### src/rtl/sm_pkg.sv
// Shared constants for the SM instruction path: widths, the NOP/HALT encodings
// and the sequencer state encoding.
package sm_pkg;

    localparam int INSTRUCTION_WIDTH = 15;
    localparam int PC_WIDTH          = 8;
    localparam int COUNT_WIDTH       = 16;

    localparam logic [INSTRUCTION_WIDTH-1:0] NOP  = 15'h42C0;
    localparam logic [INSTRUCTION_WIDTH-1:0] HALT = 15'h43C0;

    typedef enum logic [1:0] {
        ST_IDLE  = 2'd0,
        ST_FETCH = 2'd1,
        ST_RUN   = 2'd2,
        ST_HOLD  = 2'd3
    } sm_state_t;

    function automatic logic [COUNT_WIDTH-1:0] sat_inc(input logic [COUNT_WIDTH-1:0] v);
        return (&v) ? v : v + 1'b1;
    endfunction

endpackage

### src/rtl/sm_sequencer.sv
// Feeds SM one instruction per cycle from a registered-output instruction RAM,
// yielding the core bus to the host and resuming at the first unissued word.
module sm_sequencer
    import sm_pkg::*;
(
    input  logic                         clk,
    input  logic                         rst_n,
    input  logic                         start,
    input  logic [PC_WIDTH-1:0]          start_pc,
    input  logic                         abort,
    input  logic                         host_req,
    output logic                         host_gnt,
    output logic [PC_WIDTH-1:0]          imem_addr,
    input  logic [INSTRUCTION_WIDTH-1:0] imem_q,
    output logic [INSTRUCTION_WIDTH-1:0] instruction,
    output logic                         busy,
    output logic                         done,
    output logic [PC_WIDTH-1:0]          pc,
    output logic [COUNT_WIDTH-1:0]       issued
);

    sm_state_t                    r_state;
    sm_state_t                    w_state_nxt;
    logic [INSTRUCTION_WIDTH-1:0] r_instr;
    logic [INSTRUCTION_WIDTH-1:0] w_instr_nxt;
    logic                         r_done;
    logic                         w_done_nxt;
    logic                         r_gnt;
    logic                         w_gnt_nxt;
    logic [PC_WIDTH-1:0]          r_pc;
    logic [PC_WIDTH-1:0]          w_pc_nxt;
    logic [PC_WIDTH-1:0]          r_addr;
    logic [PC_WIDTH-1:0]          w_addr_nxt;
    logic [COUNT_WIDTH-1:0]       r_issued;
    logic [COUNT_WIDTH-1:0]       w_issued_nxt;
    logic                         w_start_ok;
    logic                         w_is_halt;

    assign w_start_ok = start && !r_gnt;
    assign w_is_halt  = (imem_q == HALT);

    always_ff @(posedge clk or negedge rst_n) begin
        if (!rst_n) begin
            r_state <= ST_IDLE;
        end else begin
            r_state <= w_state_nxt;
        end
    end

    always_comb begin
        w_state_nxt = r_state;
        case (r_state)
            ST_IDLE:  if (w_start_ok) w_state_nxt = ST_FETCH;
            ST_FETCH: w_state_nxt = abort ? ST_IDLE : ST_RUN;
            ST_RUN: begin
                if (abort)          w_state_nxt = ST_IDLE;
                else if (host_req)  w_state_nxt = ST_HOLD;
                else if (w_is_halt) w_state_nxt = ST_IDLE;
            end
            ST_HOLD: begin
                if (abort)          w_state_nxt = ST_IDLE;
                else if (!host_req) w_state_nxt = ST_FETCH;
            end
            default:                w_state_nxt = ST_IDLE;
        endcase
    end

    // imem_addr always runs one word ahead of pc while in RUN, and is parked
    // on pc whenever the next state is FETCH so the refetch hits the right word.
    always_comb begin
        w_instr_nxt  = NOP;
        w_done_nxt   = 1'b0;
        w_gnt_nxt    = r_gnt;
        w_pc_nxt     = r_pc;
        w_addr_nxt   = r_addr;
        w_issued_nxt = r_issued;
        case (r_state)
            ST_IDLE: begin
                w_gnt_nxt = host_req;
                if (w_start_ok) begin
                    w_pc_nxt     = start_pc;
                    w_addr_nxt   = start_pc;
                    w_issued_nxt = '0;
                end
            end
            ST_FETCH: begin
                if (!abort) w_addr_nxt = r_pc + PC_WIDTH'(1);
            end
            ST_RUN: begin
                if (abort) begin
                    w_gnt_nxt = 1'b0;
                end else if (host_req) begin
                    w_gnt_nxt  = 1'b1;
                    w_addr_nxt = r_pc;
                end else if (w_is_halt) begin
                    w_done_nxt = 1'b1;
                end else begin
                    w_instr_nxt  = imem_q;
                    w_issued_nxt = sat_inc(r_issued);
                    w_pc_nxt     = r_pc + PC_WIDTH'(1);
                    w_addr_nxt   = r_pc + PC_WIDTH'(2);
                end
            end
            ST_HOLD: begin
                if (abort) begin
                    w_gnt_nxt = 1'b0;
                end else if (!host_req) begin
                    w_gnt_nxt  = 1'b0;
                    w_addr_nxt = r_pc;
                end
            end
            default: w_gnt_nxt = 1'b0;
        endcase
    end

    always_ff @(posedge clk or negedge rst_n) begin
        if (!rst_n) begin
            r_instr  <= NOP;
            r_done   <= 1'b0;
            r_gnt    <= 1'b0;
            r_pc     <= '0;
            r_addr   <= '0;
            r_issued <= '0;
        end else begin
            r_instr  <= w_instr_nxt;
            r_done   <= w_done_nxt;
            r_gnt    <= w_gnt_nxt;
            r_pc     <= w_pc_nxt;
            r_addr   <= w_addr_nxt;
            r_issued <= w_issued_nxt;
        end
    end

    assign instruction = r_instr;
    assign done        = r_done;
    assign host_gnt    = r_gnt;
    assign pc          = r_pc;
    assign imem_addr   = r_addr;
    assign issued      = r_issued;
    assign busy        = (r_state != ST_IDLE);

endmodule

### config.mk
export PLATFORM = sky130hd
export DESIGN_NAME = sm_sequencer
export DESIGN_NICKNAME = d
export VERILOG_FILES = /design/src/rtl/sm_pkg.sv /design/src/rtl/sm_sequencer.sv
export SDC_FILE = /design/constraint.sdc
export NUM_CORES = 1
export LEC_CHECK = 0
export ABC_AREA = 1
export CAP_MARGIN = 0
export CORE_ASPECT_RATIO = 1.5
export CORE_MARGIN = 2
export CORE_UTILIZATION = 57
export CTS_CLUSTER_SIZE = 30
export DETAILED_ROUTE_END_ITERATION = 8
export DONT_BUFFER_PORTS = 1
export GPL_ROUTABILITY_DRIVEN = 1
export PLACE_DENSITY = 0.75
export REMOVE_ABC_BUFFERS = 1
export SLEW_MARGIN = 20
export SYNTH_ARGS = -nofsm -noshare
export SYNTH_HDL_FRONTEND = slang
export SYNTH_SLANG_ARGS = --single-unit
export TNS_END_PERCENT = 5
### constraint.sdc
create_clock -name clk -period 1.6 [get_ports clk]
set_clock_uncertainty 0.15 [all_clocks]
set_input_delay 0.16 -clock clk [delete_from_list [all_inputs] [get_ports clk]]
set_output_delay 0.16 -clock clk [all_outputs]
set_load 0.005 [all_outputs]
# == After elaboration in Yosys (flattened, before gate mapping) ==
# Index checks and enable logic that the tools add are counted.
# op_classes
add_sub_neg,3
eq_ne,16
muxes,39
reduce_logical,12
# ops
cell,n
16-bit 2-to-1 mux,5
8-bit 2-to-1 mux,10
15-bit 2-to-1 mux,4
16-bit one-hot mux with 2 select lines,1
8-bit one-hot mux with 4 select lines,1
"16-bit by 1-bit adder with 16-bit output, second input constant",1
"2-bit != test, second input constant",8
8-bit one-hot mux with 2 select lines,1
16-bit AND reduction,1
"15-bit equality test, second input constant",1
2-bit 2-to-1 mux,7
6-bit AND reduction,2
"3-bit != test, second input constant",3
"8-bit by 1-bit adder with 8-bit output, second input constant",1
"8-bit by 2-bit adder with 8-bit output, second input constant",1
1-bit 2-to-1 mux,8
2-bit one-hot mux with 4 select lines,1
3-bit AND reduction,2
5-bit AND reduction,1
"2-bit equality test, second input constant",2
"4-bit != test, second input constant",1
2-bit nonzero test,2
1-bit one-hot mux with 3 select lines,1
3-bit nonzero test,1
other kinds (4),4
# word_totals
reg_bits,51
inputBits,28
out_inout_bits,50
wordCells,77

# == Depth between registers and ports, before layout ==
# depth
ltp_word,6
ltp_mapped,11
ltp_nobuf,11

# == Worst setup path after synthesis ==
# No wires, ideal clock.
# synth_path
path_type,flip-flop to flip-flop
start,"register r_issued[0], in the netlist issued[0]"
end,"register r_issued[9], in the netlist issued[9]"
setup_time_ns,0.117
arrival_ns,1.410
t_required_ns,1.333
setup_slack_ns,-0.078
path_stages_with_launch,10
path_buffers,1
period_less_slack_ns,1.678
cell_sequence,dfrtp_1 -> ha_1 -> nand3_2 -> nor2_4 -> nand3_1 -> nand2_1 -> nor2_4 -> buf_6 -> nand3_1 -> nand2_1
# synth_via
elab_chain_len,6
# synth_lines
item,line_no,rtl
start: declaration,sm_sequencer.sv:34,logic [COUNT_WIDTH-1:0] r_issued;
start signal: assignment,sm_sequencer.sv:130,r_issued <= w_issued_nxt;
16-bit by 1-bit adder with 16-bit output,sm_pkg.sv:20,return (&v) ? v : v + 1'b1;
16-bit 2-to-1 mux,sm_pkg.sv:20,
16-bit 2-to-1 mux,sm_sequencer.sv:95,end else if (w_is_halt) begin
16-bit 2-to-1 mux,sm_sequencer.sv:92,end else if (host_req) begin
16-bit 2-to-1 mux,sm_sequencer.sv:90,if (abort) begin
16-bit one-hot mux with 2 select lines,sm_sequencer.sv:77,case (r_state)
# Parallel ways exist; a longest one is shown, timed or not. The select of a mux whose other input is x is not followed.
# A chain may end at the register's enable or synchronous reset.

# == Worst setup path after layout ==
# layout_path
start,register r_state[1]
end,output busy
# layout_via
elab_chain_len,1
# layout_lines
item,line_no,rtl
start: declaration,sm_sequencer.sv:22,sm_state_t r_state;
start signal: assignment,sm_sequencer.sv:46,r_state <= w_state_nxt;
2-bit nonzero test,sm_sequencer.sv:140,assign busy = (r_state != ST_IDLE);
end: declaration,sm_sequencer.sv:16,"output logic busy,"
# Every way passes these cells.

==> impl_metrics.prom <==
# TYPE chip_impl_metric gauge
chip_impl_metric{name="avgRoutedWirePerCell",unit="um"} 16.7
chip_impl_metric{name="chipHeight",unit="um"} 94.5
chip_impl_metric{name="postSynth.asyncResetShare",unit=""} 1.00
chip_impl_metric{name="path_max_fanout",unit=""} 5
chip_impl_metric{name="ys_warnings",unit=""} 0
chip_impl_metric{name="n_antenna_cell",unit=""} 0
chip_impl_metric{name="maxSlewViolCount",unit=""} 0
chip_impl_metric{name="worst-endpoint-arrival",unit="ns"} 1.36
chip_impl_metric{name="antenna_left",unit=""} 0
chip_impl_metric{name="finalWorstPathRequiredPeriod",unit="ns"} 1.67
chip_impl_info{name="violations",value="negative setup slack"} 1
chip_impl_metric{name="cts.path.max_buffers",unit=""} 2
chip_impl_metric{name="gate_count_post_synth",unit=""} 441
chip_impl_metric{name="finalSetupTns",unit="ns"} -1.10
chip_impl_info{name="cts_root_buffer",value="sky130_fd_sc_hd__clkbuf_8"} 1
chip_impl_metric{name="floorplan.die_area",unit="um2"} 6090
chip_impl_info{name="worst_hold_path_type",value="input port to register"} 1
chip_impl_metric{name="yosysTopAreaCellShare",unit=""} 0.378
chip_impl_metric{name="layout.nets",unit=""} 565
chip_impl_info{name="cp_cell_sequence",value="buf_6 -> nor2_4 -> buf_6 -> inv_6 -> buf_6"} 1
chip_impl_metric{name="drt_first_iter_violations",unit=""} 290
chip_impl_metric{name="max-slew-margin-rel",unit=""} 0.781
chip_impl_info{name="status",value="finished, violations left"} 1
chip_impl_info{name="startpoint_type",value="register"} 1
chip_impl_metric{name="critPathBufInv",unit=""} 4
chip_impl_metric{name="avgSynthCellArea",unit="um2"} 7.06
chip_impl_metric{name="setup_viol",unit=""} 31
chip_impl_metric{name="grt_max_degree",unit=""} 52
chip_impl_metric{name="dp_worst_setup_slack",unit="ns"} -0.123
chip_impl_metric{name="grt_pass1_wl",unit="mm"} 16.1
chip_impl_info{name="standard_cell_with_the_maximum_stage_delay_on_the_critical_path",value="sky130_fd_sc_hd__dfrtp_2"} 1
chip_impl_metric{name="io_pins",unit=""} 78
chip_impl_metric{name="firstDrtPassIters",unit=""} 5
chip_impl_metric{name="routabilityCongestion",unit=""} 0.946
chip_impl_metric{name="power_leakage",unit="nW"} 2.12
chip_impl_metric{name="worst_ir_drop_vdd",unit="mV"} 1.14
chip_impl_info{name="ys.flop_type",value="sky130_fd_sc_hd__dfrtp_1"} 1
chip_impl_info{name="netlist.top_cell.by_area",value="sky130_fd_sc_hd__dfrtp_1"} 1
chip_impl_metric{name="route.vias.total",unit=""} 3411
chip_impl_info{name="clock_tree_from_tritoncts",value="built"} 1
chip_impl_metric{name="post_synthesis_sequential_area_ratio",unit=""} 0.411
chip_impl_metric{name="floorplan.rows",unit=""} 33
chip_impl_info{name="critical_path_class",value="register to primary output"} 1
chip_impl_metric{name="final_period_util",unit=""} 1.05
chip_impl_metric{name="port_buffers",unit=""} 0
chip_impl_metric{name="drc",unit=""} 0
chip_impl_metric{name="post-layout-total-power",unit="mW"} 6.57
chip_impl_metric{name="final-hold-violation-count",unit=""} 0
chip_impl_metric{name="clock_latency",unit="ns"} 0.31
chip_impl_metric{name="synth.ff_latch_count",unit=""} 51
chip_impl_metric{name="critical_path_rt",unit="ns"} 1.29
chip_impl_metric{name="slowest_delay",unit="ns"} 0.46
chip_impl_info{name="ys_top_cells_by_area",value="sky130_fd_sc_hd__dfrtp_1 38%, sky130_fd_sc_hd__nand2_1 18%, sky130_fd_sc_hd__nor2_1 7.5%"} 1
chip_impl_metric{name="number_of_antenna_violations_at_the_first_check_in_global_routing",unit=""} 0
chip_impl_metric{name="clock_sink_count",unit=""} 51
chip_impl_metric{name="core_area",unit="um2"} 5370
chip_impl_metric{name="chipWidth",unit="um"} 64.4
chip_impl_metric{name="totalWireLength",unit="mm"} 10.1
chip_impl_metric{name="synth.cell_area",unit="um2"} 3120
chip_impl_metric{name="pwr_density_cell",unit="nW/um2"} 1520
chip_impl_metric{name="cts.htree.levels",unit=""} 2
chip_impl_metric{name="final.hold.worst_slack",unit="ns"} 0.0430
chip_impl_metric{name="synth_edf_count",unit=""} 0
chip_impl_metric{name="starting_density",unit=""} 0.580
chip_impl_info{name="rsz0062_at_grt",value="true"} 1
chip_impl_metric{name="growth_of_design_area_from_synthesis_to_finish",unit="%"} 39.1
chip_impl_info{name="timing.critical_path.max_delay_family",value="flip-flops"} 1
chip_impl_metric{name="max_freq",unit="GHz"} 0.597
chip_impl_metric{name="clock_buffers_created_by_tritoncts",unit=""} 5
chip_impl_metric{name="global_route.overflow_total",unit=""} 0
chip_impl_metric{name="clkSlewWorstSetupHoldPaths",unit="ns"} 0.10
chip_impl_metric{name="total_global_route_track_usage",unit=""} 0.340
chip_impl_metric{name="timing.max_cap.violations",unit=""} 0
chip_impl_info{name="path_common_cell",value="sky130_fd_sc_hd__buf_6"} 1
chip_impl_metric{name="dp.final_hpwl",unit="mm"} 6.11
chip_impl_metric{name="via_per_inst",unit=""} 5.64
chip_impl_metric{name="via_count_of_the_first_global_routing_pass",unit=""} 3488
chip_impl_metric{name="worst-slew-pin-transition",unit="ns"} 0.324
chip_impl_metric{name="ys_types",unit=""} 33
chip_impl_metric{name="layout_setup_ws",unit="ns"} -0.0740
chip_impl_metric{name="drive_above_1_share",unit=""} 0.282
chip_impl_info{name="endpoint_class_of_the_critical_path",value="primary output"} 1
-- layout make-up --
| cell class | count | area, um2 |
|---|---|---|
| inverters | 48 | 188 |
| clock inverters | 3 | 67.6 |
| multi-input cells | 331 | 1770 |
| well taps | 70 | 87.6 |
| fillers | 338 | 1030 |
| flip-flops and latches | 51 | 1290 |
| repair buffers | 97 | 871 |
| clock buffers | 5 | 68.8 |
-- layout by cell type (no fill, tap or decap), drive strengths merged --
| cell type | n |
|---|---|
| nor2 | 68 |
| mux2i | 4 |
| o311ai | 1 |
| clkinvlp | 1 |
| bufinv | 2 |
| clkbuf | 5 |
| dfstp | 4 |
| nand3 | 44 |
| or2 | 3 |
| o21bai | 5 |
| o2111ai | 1 |
| o21ai | 21 |
| buf | 70 |
| nor3 | 3 |
| dlygate4sd3 | 27 |
| dfrtp | 47 |
| o211ai | 2 |
| a21oi | 7 |
| xnor2 | 3 |
| nand2 | 151 |
| xor2 | 7 |
| inv | 48 |
| ha | 3 |
| nand4 | 8 |
-- synthesized netlist by cell type (2+ instances only) --
library cell / instances
sky130_fd_sc_hd__a21oi_1: 7
sky130_fd_sc_hd__dfrtp_1: 47
sky130_fd_sc_hd__ha_1: 3
sky130_fd_sc_hd__inv_1: 43
sky130_fd_sc_hd__o21bai_1: 5
sky130_fd_sc_hd__dfstp_2: 4
sky130_fd_sc_hd__nor2_2: 3
sky130_fd_sc_hd__xor2_1: 7
sky130_fd_sc_hd__o211ai_1: 2
sky130_fd_sc_hd__nand4_1: 7
sky130_fd_sc_hd__xnor2_1: 3
sky130_fd_sc_hd__mux2i_1: 4
sky130_fd_sc_hd__nand3_1: 41
sky130_fd_sc_hd__or2_2: 3
sky130_fd_sc_hd__nand2_1: 151
sky130_fd_sc_hd__nor2_4: 3
sky130_fd_sc_hd__o21ai_0: 9
sky130_fd_sc_hd__buf_6: 3
sky130_fd_sc_hd__nor2_1: 62
sky130_fd_sc_hd__buf_2: 4
sky130_fd_sc_hd__o21ai_1: 11
sky130_fd_sc_hd__inv_2: 5
sky130_fd_sc_hd__buf_4: 3
sky130_fd_sc_hd__nor3_1: 2
-- registers in the layout (all words and copies together), names as in the netlist --
name,flops
pc,8
instruction,15
host_gnt,1
imem_addr,8
issued,16
done,1
r_state,2
-- layer usage --
metal  up-vias  GRT usage  wire length (um)
li1       1582          -                 -
met1      1618      0.359              3560
met2       170      0.648              5520
met3        41     0.0548               561
met4         0      0.156               446
met5         -          0                 0
-- repair_timing --
| action | 4_1_cts | 5_1_grt |
|---|---|---|
| endpoints found under the setup margin | 43 | 45 |
| setup buffers | 8 | 2 |
| resized for setup | 31 | 45 |
| cloned | 1 | 1 |
| endpoints found under the hold margin | 84 | 0 |
| hold buffers | 28 | 0 |
| pin swaps | 10 | 11 |
-- power breakdown --
| group | leakage (nW) | switching (mW) | internal (mW) |
|---|---|---|---|
| Clock | 0.0644 | 0.460 | 0.624 |
| Sequential | 0.662 | 0.278 | 1.58 |
| Combinational | 1.39 | 2.13 | 1.51 |
-- stage by stage --
stage / std cells / utilization / instance area, um2
final: 605 / 0.807 / 4330
after detailed placement: 557 / 0.660 / 3540
after CTS: 602 / 0.779 / 4180
after global routing: 605 / 0.807 / 4330
after global placement: 557 / 0.660 / 3540
after floorplan: 429 / - / 3020
-- worst min-delay path, stage by stage --
cell and delay (ns):
sky130_fd_sc_hd__nand2_1 0.04, sky130_fd_sc_hd__o2111ai_1 0.13, sky130_fd_sc_hd__nand2_1 0.08, sky130_fd_sc_hd__nand2_1 0.05
-- logic make-up (layout without fill, tap and decap cells) --
group / Yosys count / in the layout / synth area share
buffers and inverters: 60 / 153 / 0.0883
AOI/OAI and AO/OA: 37 / 37 / 0.0687
DFF: 51 / 51 / 0.411
adders and majority gates: 3 / 3 / 0.0120
xor gates and xnor gates: 10 / 10 / 0.0281
and+or+nand+nor: 276 / 277 / 0.379
muxes: 4 / 4 / 0.0129
-- path summary, 6_finish.rpt --
| kind | startpoint | to | slack [ns] | cells after the start |
|---|---|---|---|---|
| max | r_state[1]$_DFFE_PN0P_ | busy | -0.07 | 5 |
| min in group asynchronous | rst_n | instruction[4]$_DFF_PN0_ | 0.20 | 2 |
| max reg2reg | r_state[1]$_DFFE_PN0P_ | issued[2]$_DFFE_PN0P_ | -0.06 | 9 |
| max in group asynchronous | rst_n | instruction[9]$_DFF_PN1_ | 0.82 | 2 |
| min | start_pc[2] | imem_addr[2]$_DFFE_PN0P_ | 0.04 | 4 |
| min reg2reg | imem_addr[7]$_DFFE_PN0P_ | imem_addr[7]$_DFFE_PN0P_ | 0.36 | 2 |
Note: power is estimated with default switching activity, not from simulation.
